$ cat src/rtl/aura_i2s_tx.sv
// aura_i2s_tx: I2S / left-justified stereo serializer with a push FIFO.
// BCK comes from clk through a fractional clock-enable accumulator.
module aura_i2s_tx #(
  parameter int unsigned SAMPLE_W = 16,
  parameter int unsigned SLOT_W   = 32,
  parameter int unsigned MODE     = 1,
  parameter int unsigned DEPTH    = 4,
  parameter int unsigned CEN_STEP = 768,
  parameter int unsigned CEN_LIM  = 3125,
  parameter int unsigned CNT_W    = 12
) (
  input  logic                clk,
  input  logic                resetn,
  input  logic                enable,
  input  logic                s_valid,
  output logic                s_ready,
  input  logic [SAMPLE_W-1:0] s_left,
  input  logic [SAMPLE_W-1:0] s_right,
  output logic                bck,
  output logic                lrck,
  output logic                sdata,
  output logic                underrun
);

  localparam int unsigned AW  = CNT_W + 1;
  localparam int unsigned BW  = $clog2(2 * SLOT_W);
  localparam int unsigned PW  = $clog2(DEPTH);
  localparam int unsigned FW  = 2 * SAMPLE_W;
  localparam int unsigned SIW = (SAMPLE_W > 1) ? $clog2(SAMPLE_W) : 1;
  localparam logic [BW-1:0] LAST_BIT = BW'(2 * SLOT_W - 1);

  typedef enum logic [0:0] {StIdle, StRun} state_e;

  // Clock-enable accumulator
  logic [CNT_W-1:0] r_acc;
  logic [AW-1:0]    w_acc_sum;
  logic             w_corrupt;
  logic             w_tick;

  assign w_acc_sum = {1'b0, r_acc} + AW'(CEN_STEP);
  assign w_corrupt = ({1'b0, r_acc} >= AW'(CEN_LIM + CEN_STEP));
  assign w_tick    = enable && !w_corrupt && (w_acc_sum >= AW'(CEN_LIM));

  always_ff @(posedge clk or negedge resetn) begin
    if (!resetn) begin
      r_acc <= '0;
    end else if (!enable || w_corrupt) begin
      r_acc <= '0;
    end else if (w_tick) begin
      r_acc <= CNT_W'(w_acc_sum - AW'(CEN_LIM));
    end else begin
      r_acc <= CNT_W'(w_acc_sum);
    end
  end

  // Sample FIFO
  logic [FW-1:0] r_mem [DEPTH];
  logic [PW-1:0] r_wptr;
  logic [PW-1:0] r_rptr;
  logic [PW:0]   r_count;
  logic          w_push;
  logic          w_pop;
  logic          w_empty;
  logic          w_load;

  assign w_empty = (r_count == '0);
  assign s_ready = (r_count != (PW + 1)'(DEPTH));
  assign w_push  = s_valid && s_ready;
  assign w_pop   = w_load && !w_empty;

  always_ff @(posedge clk) begin
    if (w_push) begin
      r_mem[r_wptr] <= {s_left, s_right};
    end
  end

  always_ff @(posedge clk or negedge resetn) begin
    if (!resetn) begin
      r_wptr  <= '0;
      r_rptr  <= '0;
      r_count <= '0;
    end else begin
      if (w_push) r_wptr <= r_wptr + 1'b1;
      if (w_pop)  r_rptr <= r_rptr + 1'b1;
      if (w_push && !w_pop) begin
        r_count <= r_count + 1'b1;
      end else if (!w_push && w_pop) begin
        r_count <= r_count - 1'b1;
      end
    end
  end

  // Serializer
  state_e         r_state, w_state_nx;
  logic [BW-1:0]  r_bitcnt, w_bitcnt_nx;
  logic [FW-1:0]  r_frame, w_frame_nx;
  logic           r_bck, w_bck_nx;
  logic           r_lrck, w_lrck_nx;
  logic           r_sdata, w_sdata_nx;
  logic           r_underrun, w_underrun_nx;
  logic           w_upd;

  always_comb begin
    w_state_nx  = r_state;
    w_bck_nx    = r_bck;
    w_bitcnt_nx = r_bitcnt;
    w_load      = 1'b0;
    w_upd       = 1'b0;
    if (!enable) begin
      w_state_nx  = StIdle;
      w_bck_nx    = 1'b0;
      w_bitcnt_nx = '0;
    end else if (w_tick) begin
      case (r_state)
        StIdle: begin
          w_state_nx  = StRun;
          w_bitcnt_nx = '0;
          w_load      = 1'b1;
          w_upd       = 1'b1;
        end
        StRun: begin
          w_bck_nx = ~r_bck;
          // Data advances only on the falling BCK tick
          if (r_bck) begin
            w_upd = 1'b1;
            if (r_bitcnt == LAST_BIT) begin
              w_bitcnt_nx = '0;
              w_load      = 1'b1;
            end else begin
              w_bitcnt_nx = r_bitcnt + 1'b1;
            end
          end
        end
        default: w_state_nx = StIdle;
      endcase
    end
  end

  logic                w_slot;
  logic [SAMPLE_W-1:0] w_word;
  int unsigned         w_pos;
  int unsigned         w_k;

  always_comb begin
    w_frame_nx = r_frame;
    if (!enable) begin
      w_frame_nx = '0;
    end else if (w_load) begin
      // No bypass: a push in this clk is not yet in the count
      w_frame_nx = w_empty ? '0 : r_mem[r_rptr];
    end
    w_slot = (w_bitcnt_nx >= BW'(SLOT_W));
    w_pos  = 32'(w_bitcnt_nx) - (w_slot ? SLOT_W : 32'd0);
    w_k    = w_pos - MODE;
    w_word = w_slot ? w_frame_nx[SAMPLE_W-1:0] : w_frame_nx[FW-1:SAMPLE_W];

    w_lrck_nx  = r_lrck;
    w_sdata_nx = r_sdata;
    if (!enable) begin
      w_lrck_nx  = 1'b0;
      w_sdata_nx = 1'b0;
    end else if (w_upd) begin
      w_lrck_nx  = w_slot;
      w_sdata_nx = (w_k < SAMPLE_W) ? w_word[SIW'(SAMPLE_W - 1 - w_k)] : 1'b0;
    end
    w_underrun_nx = w_load && w_empty;
  end

  always_ff @(posedge clk or negedge resetn) begin
    if (!resetn) begin
      r_state    <= StIdle;
      r_bitcnt   <= '0;
      r_frame    <= '0;
      r_bck      <= 1'b0;
      r_lrck     <= 1'b0;
      r_sdata    <= 1'b0;
      r_underrun <= 1'b0;
    end else begin
      r_state    <= w_state_nx;
      r_bitcnt   <= w_bitcnt_nx;
      r_frame    <= w_frame_nx;
      r_bck      <= w_bck_nx;
      r_lrck     <= w_lrck_nx;
      r_sdata    <= w_sdata_nx;
      r_underrun <= w_underrun_nx;
    end
  end

  assign bck      = r_bck;
  assign lrck     = r_lrck;
  assign sdata    = r_sdata;
  assign underrun = r_underrun;

endmodule

$ cat config.mk
export PLATFORM = sky130hd
export DESIGN_NAME = aura_i2s_tx
export DESIGN_NICKNAME = d
export VERILOG_FILES = /design/src/rtl/aura_i2s_tx.sv
export SDC_FILE = /design/constraint.sdc
export NUM_CORES = 1
export LEC_CHECK = 0
export ABC_AREA = 1
export CAP_MARGIN = 10
export CELL_PAD_IN_SITES_DETAIL_PLACEMENT = 0
export CELL_PAD_IN_SITES_GLOBAL_PLACEMENT = 1
export CORE_AREA = 2 2 153 125
export CTS_BUF_LIST = sky130_fd_sc_hd__clkbuf_8
export CTS_CLUSTER_SIZE = 25
export DETAILED_ROUTE_END_ITERATION = 7
export DIE_AREA = 0 0 155 127
export GPL_TIMING_DRIVEN = 0
export PLACE_DENSITY_LB_ADDON = 0.1
export SLEW_MARGIN = 20
export SYNTH_ARGS = -nofsm -noshare
export SYNTH_HDL_FRONTEND = slang
export SYNTH_SLANG_ARGS = --single-unit
$ cat constraint.sdc
create_clock -name clk -period 3.8 [get_ports clk]
set_input_delay 0.57 -clock clk [delete_from_list [all_inputs] [get_ports clk]]
set_output_delay 0.57 -clock clk [all_outputs]
set_load 0.01 [all_outputs]
# Yosys cells after proc, flatten, opt, wreduce, memory -nomap -nowiden

Memory sizes are Yosys's and may differ from the RTL's.
Index checks and enable logic that the tools add are counted.

RAM bits: 128
Output and inout bits: 5
Memories: 1
Flip-flop bits (word level): 62
Word-level logic and storage cells: 87
Bits of input ports: 36

Memories:

| name  | words | width | rd ports | clocked after Yosys merged registers in | write ports | RTL line | source |
|---|---|---|---|---|---|---|---|
| r_mem | 4     | 32    | 1        | 0                                       | 1           | 57       | `logic [FW-1:0] r_mem [DEPTH];` |

Magnitude comparators: 5
Reduce and logical (&&, ||, !) cells: 16
Bitwise logic cells: 2
Add/sub/neg operators: 10
Eq/ne operators: 5
Mux-type cells: 37

Operators by type and width:

| operator                 | count |
|---|---|
| $mux W32                 | 3 |
| $lt A32 B5 Y1 const B    | 1 |
| $mux W6                  | 5 |
| $mux W12                 | 2 |
| $mux W1                  | 20 |
| $mux W16                 | 1 |
| $add A12 B10 Y13 const B | 1 |
| $ge A13 B12 Y1 const B   | 1 |
| $ge A12 B12 Y1 const B   | 1 |
| $pmux W6 S2              | 1 |
| $sub A12 B12 Y12 const B | 1 |
| $sub A7 B2 Y8 const B    | 1 |
| $logic_and A1 B1 Y1      | 7 |
| $sub A6 B6 Y7            | 1 |
| $add A6 B1 Y6 const B    | 1 |
| $eq A6 B6 Y1 const B     | 1 |
| $ge A6 B6 Y1 const B     | 1 |
| $mux W3                  | 2 |
| $ne A2 B1 Y1 const B     | 3 |
| $logic_not A1 Y1         | 5 |
| $lt A4 B5 Y1 const B     | 1 |
| $add A2 B1 Y2 const B    | 2 |
| $bmux W1 S4              | 1 |
| $pmux W1 S2              | 2 |
| 9 further kinds          | 10 |

# Longest topological paths before layout

Gate-level depths: netlist of run 1.

Depth in word-level cells: 16
Gate-level depth with buffers: 22

# Worst setup path after synthesis of run 1

OpenSTA, ideal clock, no wires.

Path type: flip-flop to flip-flop
From: register r_acc[8]
To: register r_count[1]
Clock period less this slack: 2.724 ns
Data arrival time: 2.599 ns
Cell stages (with the launch flop): 16
Path buffers: 1
Setup slack: 1.076 ns
Library setup time: 0.125 ns
Path through: dfrtp_1 > inv_2 > ha_1 > xnor2_1 > nand3_1 > nand2_1 > inv_2 > nor2_4 > buf_6 > nand3_4 > nor2_2 > inv_1 > ha_1 > inv_1 > fa_1 > mux2_2

Longest elaborated chain between the ends: 10
Elaborated cells on any way between the ends: 14
Those cells by class: add/sub (1); order compare (2); mux (3); reduce/logical (8)

RTL lines:

| element                                                                  | RTL line | source |
|---|---|---|
| start: declaration                                                       | 35       | `logic [CNT_W-1:0] r_acc;` |
| start signal: assignment                                                 | 50       | `r_acc <= CNT_W'(w_acc_sum - AW'(CEN_LIM));` |
| start signal: assignment                                                 | 52       | `r_acc <= CNT_W'(w_acc_sum);` |
| parallel branches: the longest is 3 deep, another holds $add A12 B10 Y13 | -        |  |
| $logic_and A1 B1 Y1 (*)                                                  | 42       | `assign w_tick = enable && !w_corrupt && (w_acc_sum >= AW'(CEN_LIM));` |
| $mux W1 (*)                                                              | 113      | `end else if (w_tick) begin` |
| $mux W1 (*)                                                              | 109      | `if (!enable) begin` |
| $logic_and A1 B1 Y1 (*)                                                  | 69       | `assign w_pop = w_load && !w_empty;` |
| $logic_not A1 Y1                                                         | 85       | `if (w_push && !w_pop) begin` |
| $logic_and A1 B1 Y1                                                      | 85       |  |
| $mux W3 or $reduce_bool A2 Y1 (tied branches)                            | -        |  |
| end signal: assignment                                                   | 86       | `r_count <= r_count + 1'b1;` |
| end signal: assignment                                                   | 88       | `r_count <= r_count - 1'b1;` |
| end: declaration                                                         | 60       | `logic [PW:0] r_count;` |

Mark *: on every way between the ends.
A chain may end at the register's enable or synchronous reset.

# Worst setup path in the final report of run 1

Same ends and word-level chain as after synthesis.

==> impl_metrics.env, run 1 <==
export IMPL_status="finished clean"
export IMPL_reg2reg_slack_ns=0.59
export IMPL_wirelength_mm=20.8
export IMPL_boundaryPins=41
export IMPL_maxSlewHeadroom_pct=56.1
export IMPL_post_route_worst_setup_slack_ns=0.595
export IMPL_netlist_area_before_placement_um2=8710
export IMPL_pre_cts_ws_ns=0.335
export IMPL_ys_ff_latch=190
export IMPL_cts_buffer_depth=2
export IMPL_synth_top_cell_by_area="sky130_fd_sc_hd__edfxtp_1"
export IMPL_worst_slew_pin_slew_ns=0.658
export IMPL_grt_pass1_wl_mm=34.2
export IMPL_placementRows=44
export IMPL_num_fill_cells=1592
export IMPL_cts_repair_resize_count=0
export IMPL_fin_skew_ns=0.0172
export IMPL_multiInputGateArea_um2=2730
export IMPL_cp_start_kind="flop"
export IMPL_regToRegStartpoint="r_acc[8]$_DFF_PN0_"
export IMPL_gp_congestion=0.833
export IMPL_cts_inserted_buffers=17
export IMPL_min_path_type="reg2reg"
export IMPL_critical_path_arrival_ns=3.58
export IMPL_port_buffer_count=40
export IMPL_clock_tree_root_cell="sky130_fd_sc_hd__clkbuf_8"
export IMPL_drt_iter0_markers=522
export IMPL_worst_case_reg_to_reg_path_depth=15
export IMPL_final_period_utilization_pct=84.3
export IMPL_clock_latency_ns=0.48
export IMPL_timing_hold_ws_ns=0.489
export IMPL_critPathSlowestCell="sky130_fd_sc_hd__dfrtp_1"
export IMPL_antenna_violating_nets_post_route=0
export IMPL_avgRoutedWirePerCell_um=17.6
export IMPL_internal_power_uw=4110
export IMPL_switching_share_pct=41.8
export IMPL_grt_remaining_overflow=0
export IMPL_core_um2=18000
export IMPL_layout_min_cycle_time_ns=3.21
export IMPL_clock_sink_count=190
export IMPL_worst_path_required_time_ns=4.18
export IMPL_critical_path_endpoint_type="flop"
export IMPL_p_total_uw=7050
export IMPL_fp_dieH_um=127
export IMPL_track_usage_pct=22.6
export IMPL_syn_instance_count=873
export IMPL_worstHoldEndpoint="sdata$_DFFE_PN0P_"
export IMPL_synth_enable_flop_cells=128
export IMPL_r2r_end="r_count[1]$_DFFE_PN0P_"
export IMPL_power_net_switching_uw=2950
export IMPL_achievable_frequency_ghz=0.312
export IMPL_timing_setup_tns_ns=0
export IMPL_pwr_share_comb_pct=39.8
export IMPL_antenna_violations_before_repair=0
export IMPL_ff_latch_area_um2=5400
export IMPL_drv_slew=0
export IMPL_timing_critical_path_cells="inv_2 > ha_1 > xnor2_1 > nand3_1 > nand2_1 > inv_2 > nor2_4 > buf_6 > nand3_4 > nor2_2 > inv_1 > ha_1 > inv_1 > fa_1 > mux2_2"
export IMPL_vias_in_the_first_global_route=6388
export IMPL_setup_violations_final=0
export IMPL_seq_area_frac_synth_pct=61.9
export IMPL_timing_hold_violations_final=0
export IMPL_sequential_share_of_power_pct=40.9
export IMPL_cts_clk_slew_worst_paths_ns=0.11
export IMPL_number_of_vias_per_cell=5.30
export IMPL_detail_route_first_pass_iterations=6
export IMPL_timing_max_cap_violations=0
export IMPL_clock_power_share_pct=19.3
export IMPL_synthMostInstantiatedCell="sky130_fd_sc_hd__nand2_1"
export IMPL_ys_async_sr_fraction_pct=32.6
export IMPL_via_count=6261
export IMPL_floorplan_die_area_um2=19700
export IMPL_cpPeakStageDelay_ns=0.45
export IMPL_dominantRegCellSynth="sky130_fd_sc_hd__edfxtp_1"
export IMPL_cp_max_fo=10
export IMPL_tritoncts_clock_tree="yes"
export IMPL_rsz0062_at_grt="false"
export IMPL_effective_utilization_at_floorplan_pct=48.4
export IMPL_chipWidth_um=155
export IMPL_worstHoldPathCells=2
export IMPL_post_route_cells_drive_above_1_share_pct=9.36
export IMPL_areaGrowthSynthToFinish_pct=14.2
export IMPL_critPathKind="reg2reg"
export IMPL_hpwlAfterDp_mm=14.6
export IMPL_total_leakage_power_uw=0.00424
export IMPL_finish_net_count=988
export IMPL_avgSynthCellArea_um2=9.98
export IMPL_yosys_cell_types_count=37
export IMPL_pwr_density_cell_nw_per_um2=709
export IMPL_n_antenna_cell=0
export IMPL_drt_drc=0
export IMPL_post_synth_most_frequent_cells="sky130_fd_sc_hd__nand2_1 (163), sky130_fd_sc_hd__edfxtp_1 (128), sky130_fd_sc_hd__inv_1 (96)"
export IMPL_cts_htree_levels=4
export IMPL_ir_drop_v=0.000300
export IMPL_grt_max_degree=39
export IMPL_hold_path_startpoint="sdata$_DFFE_PN0P_"
export IMPL_yosys_warnings=0
export IMPL_synth_area_top_cells="sky130_fd_sc_hd__edfxtp_1 (44%), sky130_fd_sc_hd__dfrtp_1 (18%), sky130_fd_sc_hd__nand2_1 (7.0%), sky130_fd_sc_hd__nand3_1 (4.6%), sky130_fd_sc_hd__o21ai_0 (4.4%)"
export IMPL_synth_largest_type_area_fraction_pct=44.1
export IMPL_synth_nets=923
[cell type report]
class | instances | share of cell area, %
Buffer | 45 | 2.05
Clock buffer | 17 | 2.35
Clock inverter | 15 | 1.74
Inverter | 111 | 4.19
Multi-Input combinational cell | 527 | 27.4
Sequential cell | 190 | 54.2
Tap cell | 230 | 2.89
Timing Repair Buffer | 46 | 5.18
[power by group through the flow]
stage | registers (uW) | logic, uW | clock network (uW)
global placement | 2940 | 2670 | 0
global route | 2930 | 3190 | 1480
CTS | 2880 | 2830 | 1390
finish | 2880 | 2810 | 1360
floorplan | 2890 | 1870 | 0
detailed placement | 2930 | 2810 | 0
[critical path: cells and delay by family, from the launching register on]
kind                     cells  cell delay (ns)
XOR/XNOR                     1             0.31
adder cells (fa/ha/maj)      3             0.83
buffers and inverters        5             0.47
flip-flops                   1             0.45
multiplexers                 1             0.27
AND/OR/NAND/NOR              5             0.74
[how the worst max path moves through the flow]
| stage | startpoint | endpoint | slack (ns) | cells after the start |
|---|---|---|---|---|
| final | r_acc[8]$_DFF_PN0_ | r_count[1]$_DFFE_PN0P_ | 0.59 | 15 |
| after global routing | r_acc[8]$_DFF_PN0_ | sdata$_DFFE_PN0P_ | 0.32 | 20 |
| after CTS | r_acc[8]$_DFF_PN0_ | r_count[1]$_DFFE_PN0P_ | 0.56 | 15 |
| after detailed placement | enable | sdata$_DFFE_PN0P_ | 0.34 | 12 |
| after global placement | s_valid | r_mem[3][23]$_DFFE_PP_ | -0.34 | 3 |
| after floorplan | r_acc[8]$_DFF_PN0_ | r_count[1]$_DFFE_PN0P_ | 1.08 | 15 |
[metal layers]
layer  global-route usage (%)  share of wire [%]  vias to the layer above
met5                        0                  0                        -
met4                     6.48                1.4                        0
met3                     4.07                4.0                       18
li1                         -                  -                     3083
met2                     35.0                 45                      135
met1                     33.2                 50                     3025
[metrics by stage]
stage	utilization (%)	instances	cell area, um^2
final	55.3	1181	9950
after global routing	55.3	1181	9950
after CTS	55.3	1181	9950
after detailed placement	53.0	1148	9530
after global placement	52.2	1143	9400
after floorplan	-	873	8710
[logic make-up after synthesis]
family / Yosys count / share of synthesized area, %
adders and majority gates: 14 / 2.10
and+or+nand+nor: 371 / 19.1
xor gates and xnor gates: 15 / 1.59
DFF: 190 / 61.9
AOI/OAI and AO/OA: 126 / 8.00
buffers and inverters: 156 / 7.12
muxes: 1 / 0.129
[placed cells by master (no fill, tap or decap), types with 4 or more instances in the layout]
master / count
sky130_fd_sc_hd__o211ai_1: 4
sky130_fd_sc_hd__ha_1: 13
sky130_fd_sc_hd__nand3_2: 4
sky130_fd_sc_hd__nand2_1: 163
sky130_fd_sc_hd__xnor2_1: 4
sky130_fd_sc_hd__inv_6: 5
sky130_fd_sc_hd__nor2_1: 72
sky130_fd_sc_hd__buf_12: 4
sky130_fd_sc_hd__xor2_1: 10
sky130_fd_sc_hd__inv_2: 13
sky130_fd_sc_hd__a21oi_1: 7
sky130_fd_sc_hd__edfxtp_1: 128
sky130_fd_sc_hd__buf_2: 10
sky130_fd_sc_hd__inv_8: 5
sky130_fd_sc_hd__o22ai_1: 34
sky130_fd_sc_hd__nand3_1: 80
sky130_fd_sc_hd__nand4_1: 30
sky130_fd_sc_hd__clkbuf_1: 29
sky130_fd_sc_hd__nor2_4: 8
sky130_fd_sc_hd__clkdlybuf4s50_1: 39
sky130_fd_sc_hd__dfrtp_1: 62
sky130_fd_sc_hd__inv_1: 96
sky130_fd_sc_hd__nor3_1: 4
sky130_fd_sc_hd__clkbuf_8: 17
sky130_fd_sc_hd__o21ai_0: 76
sky130_fd_sc_hd__nand2_2: 5
[registers in the layout, summed over array words and instances (netlist names)]
name	cells
r_wptr	2
underrun	1
r_state	1
lrck	1
r_frame	32
sdata	1
r_acc	12
r_rptr	2
r_mem	128
bck	1
r_bitcnt	6
r_count	3
[what timing repair did]
item / 4_1_cts / 5_1_grt
setup buffers: 0 / 0
hold buffers: 1 / 0
hold endpoints to repair: 21 / 0
endpoints found under the setup margin: 0 / 0
Note: power is estimated with default switching activity, not from simulation.
==> run 2: changes to the inputs <==
--- a/config.mk
+++ b/config.mk
@@ -9,11 +9,11 @@
 export CAP_MARGIN = 10
 export CELL_PAD_IN_SITES_DETAIL_PLACEMENT = 0
 export CELL_PAD_IN_SITES_GLOBAL_PLACEMENT = 1
-export CORE_AREA = 2 2 153 125
+export CORE_AREA = 2 2 159 130
 export CTS_BUF_LIST = sky130_fd_sc_hd__clkbuf_8
 export CTS_CLUSTER_SIZE = 25
 export DETAILED_ROUTE_END_ITERATION = 7
-export DIE_AREA = 0 0 155 127
+export DIE_AREA = 0 0 161 132
 export GPL_TIMING_DRIVEN = 0
 export PLACE_DENSITY_LB_ADDON = 0.1
 export SLEW_MARGIN = 20
==> constraint.sdc (replaced) <==
create_clock -name clk -period 2.9 [get_ports clk]
set_input_delay 0.435 -clock clk [delete_from_list [all_inputs] [get_ports clk]]
set_output_delay 0.435 -clock clk [all_outputs]
set_load 0.01 [all_outputs]
==> impl_metrics.env, run 2 (synthesis results as in run 1) <==
export IMPL_cts_buffer_depth=2
export IMPL_tritoncts_clock_tree="yes"
export IMPL_antenna_violating_nets_post_route=0
export IMPL_port_buffer_count=40
export IMPL_cp_start_kind="flop"
export IMPL_wirelength_mm=21.4
export IMPL_cts_inserted_buffers=17
export IMPL_n_antenna_cell=0
export IMPL_worst_path_required_time_ns=3.28
export IMPL_clock_sink_count=190
export IMPL_critPathKind="reg2reg"
export IMPL_grt_pass1_wl_mm=33.8
export IMPL_track_usage_pct=20.8
export IMPL_critical_path_endpoint_type="flop"
export IMPL_stdcell_area_um2=10200
export IMPL_placement_cell_area_um2=9580
export IMPL_detail_route_first_pass_iterations=5
export IMPL_gp_congestion=0.831
export IMPL_core_um2=19600
export IMPL_vias_in_the_first_global_route=6200
export IMPL_drt_iter0_markers=483
export IMPL_areaGrowthSynthToFinish_pct=17.0
export IMPL_floorplan_die_area_um2=21300
export IMPL_p_total_uw=9520
export IMPL_num_fill_cells=1782
export IMPL_clock_latency_ns=0.48
export IMPL_ff_latch_area_um2=5400
export IMPL_effective_utilization_at_floorplan_pct=44.5
export IMPL_drv_slew=0
export IMPL_boundaryPins=41
export IMPL_via_count=6325
export IMPL_critical_path_arrival_ns=3.13
export IMPL_status="finished clean"
export IMPL_avgRoutedWirePerCell_um=17.5
export IMPL_reg_largest_list="r_mem x128, r_frame x32, r_acc x12"
export IMPL_cp_max_fo=9
export IMPL_ir_drop_v=0.000499
export IMPL_finish_net_count=999
export IMPL_drt_drc=0
export IMPL_cts_htree_levels=4
export IMPL_grt_remaining_overflow=0
export IMPL_cts_clk_slew_worst_paths_ns=0.11
export IMPL_worst_slew_pin_slew_ns=0.743
export IMPL_chipWidth_um=161
export IMPL_largest_register="r_mem"
export IMPL_hpwlAfterDp_mm=15.0
export IMPL_maxSlewHeadroom_pct=50.3
export IMPL_timing_hold_violations_final=0
export IMPL_antenna_violations_before_repair=0
export IMPL_multiInputGateArea_um2=2780
export IMPL_placementRows=46
export IMPL_grt_max_degree=41
export IMPL_layout_cells_most_common_list="sky130_fd_sc_hd__nand2_1 (160), sky130_fd_sc_hd__edfxtp_1 (128), sky130_fd_sc_hd__inv_1 (95), sky130_fd_sc_hd__nand3_1 (79), sky130_fd_sc_hd__o21ai_0 (76)"
export IMPL_fp_dieH_um=132
export IMPL_number_of_vias_per_cell=5.16
export IMPL_timing_max_cap_violations=0
export IMPL_setup_violations_final=0
export IMPL_final_period_utilization_pct=95.0
export IMPL_layout_min_cycle_time_ns=2.76
export IMPL_fin_skew_ns=0.0168
export IMPL_pwr_density_cell_nw_per_um2=934
export IMPL_layout_commonest_cell="sky130_fd_sc_hd__nand2_1"
export IMPL_clock_tree_root_cell="sky130_fd_sc_hd__clkbuf_8"
export IMPL_largest_register_ffs=128
export IMPL_min_path_type="in2async"
export IMPL_total_leakage_power_uw=0.00437
export IMPL_post_route_cells_drive_above_1_share_pct=12.5
export IMPL_achievable_frequency_ghz=0.363
[run 2: cell count changes in the layout (fill, tap and decap cells not counted), moves of 3 or more]
cell / previous run / this run
sky130_fd_sc_hd__nand2_1: 163 / 160
sky130_fd_sc_hd__clkbuf_2: 0 / 9
sky130_fd_sc_hd__buf_4: 3 / 14
sky130_fd_sc_hd__clkbuf_1: 29 / 19
[run 2: report_power, final]
part	switching [uW]	leakage [uW]	internal, uW
sequential	250	0.00201	3530
clock	1050	0.000217	815
combinational	2570	0.00214	1310
[run 2: repair_timing]
| action | CTS | global route |
|---|---|---|
| resized for setup | 6 | 34 |
| setup buffers | 4 | 7 |
| endpoints found under the setup margin | 3 | 3 |
| hold buffers | 1 | 0 |
| gates cloned | 0 | 0 |
| hold endpoints to repair | 22 | 0 |
| pin swaps | 3 | 6 |
[run 2: final timing paths]
path / startpoint / endpoint / slack (ns) / depth (start not counted)
min in group clk: sdata$_DFFE_PN0P_ / sdata$_DFFE_PN0P_ / 0.50 / 2
worst min-delay path: resetn / r_rptr[1]$_DFFE_PN0P_ / 0.41 / 2
max in group asynchronous: resetn / r_frame[16]$_DFF_PN0_ / 1.96 / 3
worst max register to register: r_acc[9]$_DFF_PN0_ / r_count[1]$_DFFE_PN0P_ / 0.14 / 15
worst min register to register: sdata$_DFFE_PN0P_ / sdata$_DFFE_PN0P_ / 0.50 / 2
worst max-delay path: r_acc[9]$_DFF_PN0_ / r_count[1]$_DFFE_PN0P_ / 0.14 / 15
[run 2: critical path, cell delays in order, from the launching register on]
cell and delay (ns):
sky130_fd_sc_hd__dfrtp_1 0.41, sky130_fd_sc_hd__inv_2 0.07, sky130_fd_sc_hd__ha_2 0.19, sky130_fd_sc_hd__xnor2_2 0.19
sky130_fd_sc_hd__nand3_1 0.10, sky130_fd_sc_hd__nand2_1 0.09, sky130_fd_sc_hd__inv_2 0.05, sky130_fd_sc_hd__nor2_4 0.13
sky130_fd_sc_hd__buf_8 0.16, sky130_fd_sc_hd__nand3_4 0.13, sky130_fd_sc_hd__nor2_4 0.14, sky130_fd_sc_hd__inv_1 0.05
sky130_fd_sc_hd__ha_1 0.17, sky130_fd_sc_hd__inv_1 0.10, sky130_fd_sc_hd__fa_1 0.41, sky130_fd_sc_hd__mux2_2 0.26
[run 2: area by class of cell]
| cell class | instances | area share (%) |
|---|---|---|
| sequential | 190 | 52.9 |
| buffer | 45 | 2.31 |
| inverter | 111 | 4.09 |
| tap | 264 | 3.24 |
| clock buffer | 17 | 2.29 |
| timing repair buffer | 57 | 5.98 |
| clock inverter | 15 | 1.94 |
| multi-input combinational | 527 | 27.2 |
[run 2: metrics by stage]
step	utilization (%)	hold WS [ns]	TNS (ns)	cells	setup WS, ns
floorplan	-	0.139	0	873	0.176
global placement	48.2	0.477	-196.49	1177	-1.12
detailed placement	49.0	0.375	-0.720	1182	-0.383
CTS	51.5	0.407	0	1219	0.0230
global route	52.1	0.414	-0.00349	1226	-0.00349
finish	52.1	0.413	0	1226	0.144
[run 2: routing by layer]
metal,vias to the layer above,track usage (%),wire length (um)
met5,-,0,0
met4,0,5.16,212
met3,20,3.49,845
met2,150,33.1,10000
met1,3040,29.8,10400
li1,3115,-,-
